==> config.mk <==
export PLATFORM = sky130hd
export DESIGN_NAME = pixel_fb_writer
export DESIGN_NICKNAME = d
export VERILOG_FILES = /design/src/rtl/pixel_fb_writer.sv
export SDC_FILE = /design/constraint.sdc
export NUM_CORES = 1
export LEC_CHECK = 0
export CAP_MARGIN = 20
export CORE_ASPECT_RATIO = 0.6
export CORE_MARGIN = 4
export CORE_UTILIZATION = 57
export CTS_CLUSTER_SIZE = 12
export DETAILED_ROUTE_END_ITERATION = 8
export DONT_BUFFER_PORTS = 1
export PLACE_DENSITY = 0.78
export SYNTH_ARGS = -nofsm -noshare
export SYNTH_HDL_FRONTEND = slang
export SYNTH_SLANG_ARGS = --single-unit
==> constraint.sdc <==
create_clock -name clk -period 5.1 [get_ports clk]
set_input_delay 1.02 -clock clk [delete_from_list [all_inputs] [get_ports clk]]
set_output_delay 1.02 -clock clk [all_outputs]
set_load 0.005 [all_outputs]
==> src/rtl/pixel_fb_writer.sv <==
// Framebuffer write side of the shape-renderer pixel stream: clip, RGB888->RGB565,
// queue, and write through a ready-backpressured SRAM port; also runs full-screen clears.
module pixel_fb_writer #(
  parameter int FB_W       = 160,
  parameter int FB_H       = 120,
  parameter int ADDR_W     = 15,
  parameter int FIFO_DEPTH = 8
) (
  input  logic              clk,
  input  logic              rst,
  input  logic              pixel_valid,
  input  logic [7:0]        px,
  input  logic [7:0]        py,
  input  logic [23:0]       pixel_color,
  input  logic              src_done,
  input  logic              clear_req,
  input  logic [23:0]       clear_color,
  output logic              mem_we,
  output logic [ADDR_W-1:0] mem_addr,
  output logic [15:0]       mem_wdata,
  input  logic              mem_ready,
  output logic              busy,
  output logic              frame_done,
  output logic              clear_done,
  output logic              overflow,
  output logic [15:0]       clip_cnt
);
  localparam int PTR_W = $clog2(FIFO_DEPTH);
  localparam int CNT_W = PTR_W + 1;
  localparam int PIX_N = FB_W * FB_H;

  typedef struct packed {
    logic [ADDR_W-1:0] addr;
    logic [15:0]       data;
  } fb_wr_t;

  typedef enum logic {IDLE, CLEAR} state_t;

  function automatic logic [15:0] to565(input logic [23:0] c);
    return {c[23:19], c[15:10], c[7:3]};
  endfunction

  fb_wr_t            fifo_mem [FIFO_DEPTH];
  logic [PTR_W-1:0]  wr_ptr, rd_ptr;
  logic [CNT_W-1:0]  count;
  state_t            state;
  logic [ADDR_W-1:0] clr_addr;
  logic [15:0]       clr_data;
  logic              done_pending;

  logic   fifo_empty, fifo_full, xfer, pop, clip, push, fire, clr_last;
  fb_wr_t push_ent;

  assign fifo_empty = (count == '0);
  assign fifo_full  = (count == CNT_W'(FIFO_DEPTH));

  // Port is a pure function of registers, so addr/data hold while stalled.
  assign mem_we    = (state == CLEAR) || !fifo_empty;
  assign mem_addr  = (state == CLEAR) ? clr_addr : fifo_mem[rd_ptr].addr;
  assign mem_wdata = (state == CLEAR) ? clr_data : fifo_mem[rd_ptr].data;
  assign busy      = (state == CLEAR) || !fifo_empty || done_pending;

  assign xfer = mem_we && mem_ready;
  assign pop  = xfer && (state == IDLE);
  assign clip = pixel_valid && ((int'(px) >= FB_W) || (int'(py) >= FB_H));
  // A pop in the same cycle frees the slot, so a full FIFO still accepts.
  assign push = pixel_valid && !clip && (!fifo_full || pop);

  assign push_ent.addr = ADDR_W'(int'(py) * FB_W + int'(px));
  assign push_ent.data = to565(pixel_color);

  assign fire     = done_pending && (state == IDLE) && fifo_empty;
  assign clr_last = (clr_addr == ADDR_W'(PIX_N - 1));

  always_ff @(posedge clk) begin
    if (push) fifo_mem[wr_ptr] <= push_ent;
  end

  always_ff @(posedge clk or posedge rst) begin
    if (rst) begin
      wr_ptr       <= '0;
      rd_ptr       <= '0;
      count        <= '0;
      state        <= IDLE;
      clr_addr     <= '0;
      clr_data     <= '0;
      done_pending <= 1'b0;
      frame_done   <= 1'b0;
      clear_done   <= 1'b0;
      overflow     <= 1'b0;
      clip_cnt     <= '0;
    end else begin
      if (push) wr_ptr <= wr_ptr + 1'b1;
      if (pop)  rd_ptr <= rd_ptr + 1'b1;
      count <= count + CNT_W'(push) - CNT_W'(pop);

      if (clip && clip_cnt != 16'hFFFF) clip_cnt <= clip_cnt + 16'd1;
      if (pixel_valid && !clip && fifo_full && !pop) overflow <= 1'b1;

      frame_done   <= fire;
      clear_done   <= 1'b0;
      done_pending <= (done_pending && !fire) || src_done;

      case (state)
        IDLE: begin
          if (clear_req && fifo_empty) begin
            state    <= CLEAR;
            clr_addr <= '0;
            clr_data <= to565(clear_color);
            overflow <= 1'b0;
          end
        end
        CLEAR: begin
          if (xfer) begin
            if (clr_last) begin
              state      <= IDLE;
              clear_done <= 1'b1;
            end else begin
              clr_addr <= clr_addr + 1'b1;
            end
          end
        end
        default: state <= IDLE;
      endcase
    end
  end
endmodule
==> results.sh <==
export IMPL_async_reset_ff_frac=0.200
export IMPL_antenna_found_initial=0
export IMPL_fmax_mhz=261
export IMPL_initial_core_util=0.586
export IMPL_slew_headroom=0.293
export IMPL_crit_path_max_incr_delay_ps=1050
export IMPL_cts_hold_buffers=0
export IMPL_design_area_um2=14400
export IMPL_synth_edff_count=248
export IMPL_worstSetupPathType="reg -> out"
export IMPL_worstMarginPinSlew_ps=1060
export IMPL_io_pins=122
export IMPL_synth_avg_cell_area_um2=16.4
export IMPL_fillers=1481
export IMPL_fin_setup_tns_ps=0
export IMPL_p_per_area_nw_per_um2=500
export IMPL_final_max_slew_viol_count=0
export IMPL_die_h_um=125
export IMPL_ys_ff_latch=310
export IMPL_cp_cell_sequence="buf_4, mux4_2, mux2i_1, o21ai_0"
export IMPL_cts_resized=0
export IMPL_dp_slack_ps=1290
export IMPL_drc=0
export IMPL_fin_hold_ws_ps=479
export IMPL_cp_top_family="flip-flops"
export IMPL_cp_end_kind="output port"
export IMPL_viasPerCell=6.13
export IMPL_clkTransAtPathRegs_ps=60
export IMPL_h_tree_depth=1
export IMPL_drt_pre_antenna_iters=5
export IMPL_cp_arrival_ps=2810
export IMPL_chipWidth_um=203
export IMPL_synth_cell_type_count=51
export IMPL_track_usage=0.213
export IMPL_synth_nets=889
export IMPL_clock_latency_ps=540
export IMPL_p_leak_nw=5.08
export IMPL_setup_slack_ps=1270
export IMPL_drv_cap=0
export IMPL_core_area_um2=22200
export IMPL_wl_mm=26.9
export IMPL_crit_path_start_kind="flop"
export IMPL_grt_pass1_wl_mm=42.3
export IMPL_hp_class="reg -> reg"
export IMPL_cts_tree="built"
export IMPL_period_share=0.751
export IMPL_clkSinkCount=310
export IMPL_dp_cells=1081
export IMPL_setup_viol=0
export IMPL_dr_first_iter_drc_count=735
export IMPL_overflow=0
export IMPL_post_drt_wl_per_cell_um=23.6
export IMPL_clock_skew_ps=6.38
export IMPL_hold_viol=0
export IMPL_fin_crit_ps=3830
export IMPL_rsz0062_at_grt="false"
export IMPL_seq_area_frac_synth=0.691
export IMPL_design_die_area_um2=25400
export IMPL_post_route_util=0.648
export IMPL_critPathMaxFanout=43
export IMPL_gp_congestion=0.852
export IMPL_outcome="complete, no violations"
export IMPL_power_mw=7.19
export IMPL_stdcell_count=1139
export IMPL_worstHoldPathCells=2
export IMPL_grt_pass1_vias=7314
export IMPL_yosysWarnings=0
export IMPL_antenna_left=0
export IMPL_cp_num_buf_inv=1
export IMPL_placedInstanceArea_um2=13500
export IMPL_syn2layout_area_growth_pct=10.5
export IMPL_nets=904
export IMPL_drive_above_1_share=0.170
export IMPL_required_ps=4080
export IMPL_dp_hpwl_mm=16.7
export IMPL_cts_buffer_depth=3
export IMPL_synth_ff_type="edfxtp_1"
export IMPL_cts_setup_buffers=0
export IMPL_synth_cells=792
export IMPL_grt_start_max_net_pins=70
export IMPL_root_buffer="clkbuf_16"
export IMPL_reg2reg_depth=7
export IMPL_synth_area_um2=13000
export IMPL_vias=6985
export IMPL_crit_slowest_cell="dfrtp_2"
export IMPL_irDropWorstVdd_mv=0.287
export IMPL_cts_buffers=30
export IMPL_antenna_cells=0
export IMPL_row_count=42
export IMPL_cp_num_cells=4
export IMPL_io_buffers=0
## metal layers
layer | share of wire | vias up | global-route usage
met3 | 0.080 | 41 | 0.0505
met4 | 0.014 | 0 | 0.0420
li1 | - | 3078 | -
met2 | 0.47 | 262 | 0.338
met1 | 0.43 | 3604 | 0.313
met5 | 0 | - | 0
## state kept, by name, indices dropped and copies added (netlist names), 3 cells and up
| signal | count |
|---|---|
| fifo_mem | 248 |
| clip_cnt | 16 |
| clr_data | 16 |
| clr_addr | 15 |
| count | 4 |
| rd_ptr | 3 |
| wr_ptr | 3 |
## cells in the mapped netlist (3+ instances only)
| cell | n | area (um2) |
|---|---|---|
| fa_1 | 3 | 60.1 |
| and2_1 | 3 | 18.8 |
| nand3_1 | 12 | 60.1 |
| inv_1 | 17 | 63.8 |
| ha_1 | 24 | 300 |
| mux2_2 | 3 | 33.8 |
| nor2_1 | 26 | 97.6 |
| nand4_1 | 13 | 81.3 |
| buf_1 | 4 | 15.0 |
| mux4_2 | 62 | 1400 |
| xnor2_1 | 27 | 236 |
| xor2_1 | 9 | 78.8 |
| nand3_2 | 3 | 30.0 |
| clkbuf_1 | 20 | 75.1 |
| edfxtp_1 | 248 | 7450 |
| and3_1 | 6 | 37.5 |
| buf_2 | 11 | 55.1 |
| nor3b_1 | 4 | 30.0 |
| a21oi_1 | 8 | 40.0 |
| o21ai_0 | 42 | 210 |
| nor3_1 | 4 | 20.0 |
| or3_1 | 4 | 25.0 |
| mux2i_1 | 34 | 340 |
| a21o_1 | 4 | 30.0 |
| nand2_1 | 107 | 402 |
| dfrtp_1 | 62 | 1550 |
## cell usage in the layout, fill, tap and decap left out, types with 9 or more instances in the layout
master     count
nand4_1       13
xor2_1         9
o21ai_0       42
clkbuf_16     32
edfxtp_1     248
mux4_2        62
xnor2_1       27
dfrtp_1       58
inv_1         16
nand3_1       12
nor2_1        25
mux2i_1       34
nand2_1      107
buf_4         16
ha_1          24
clkbuf_1      23
## worst paths after layout
path	startpoint	endpoint	slack (ps)
max reg2reg	count[2]	clr_addr[5]	2350
max in group asynchronous	rst	rd_ptr[0]	3860
min reg2reg	clr_data[11]	clr_data[11]	480
min	clr_data[11]	clr_data[11]	480
max	rd_ptr[1]	mem_wdata[6]	1270
min in group asynchronous	rst	clip_cnt[14]	590
## final cells by class
type                       count  area (um2)  share of cell area
clock buffer                  55         876              0.0608
clock inverter                 1        8.76            0.000608
inverter                      17        63.8             0.00443
multi-input combinational    429        3870               0.269
sequential                   310        9010               0.626
tap                          308         385              0.0268
timing repair buffer          19         185              0.0129
## cell families (layout without fill, tap and decap cells)
group,Yosys count,count (layout),share of synthesized area
buf+inv,53,92,0.0169
flops,310,310,0.691
compound gates,70,70,0.0325
fa+ha+maj,27,27,0.0277
simple gates,197,197,0.0720
xor+xnor,36,36,0.0242
mux,99,99,0.136
## worst reg2reg max path, cell delays in order, from the launching register on
cell      delay (ps)
dfrtp_1          360
inv_1            120
ha_1             220
or3b_2           500
nor2_1           230
nand2_1          640
o311ai_0         390
o31ai_1          140
## power by group
group / switching, mW / internal (mW)
Sequential: 0.370 / 3.04
Combinational: 0.909 / 0.862
Clock: 0.865 / 1.15
(Power assumes the default switching activity.)
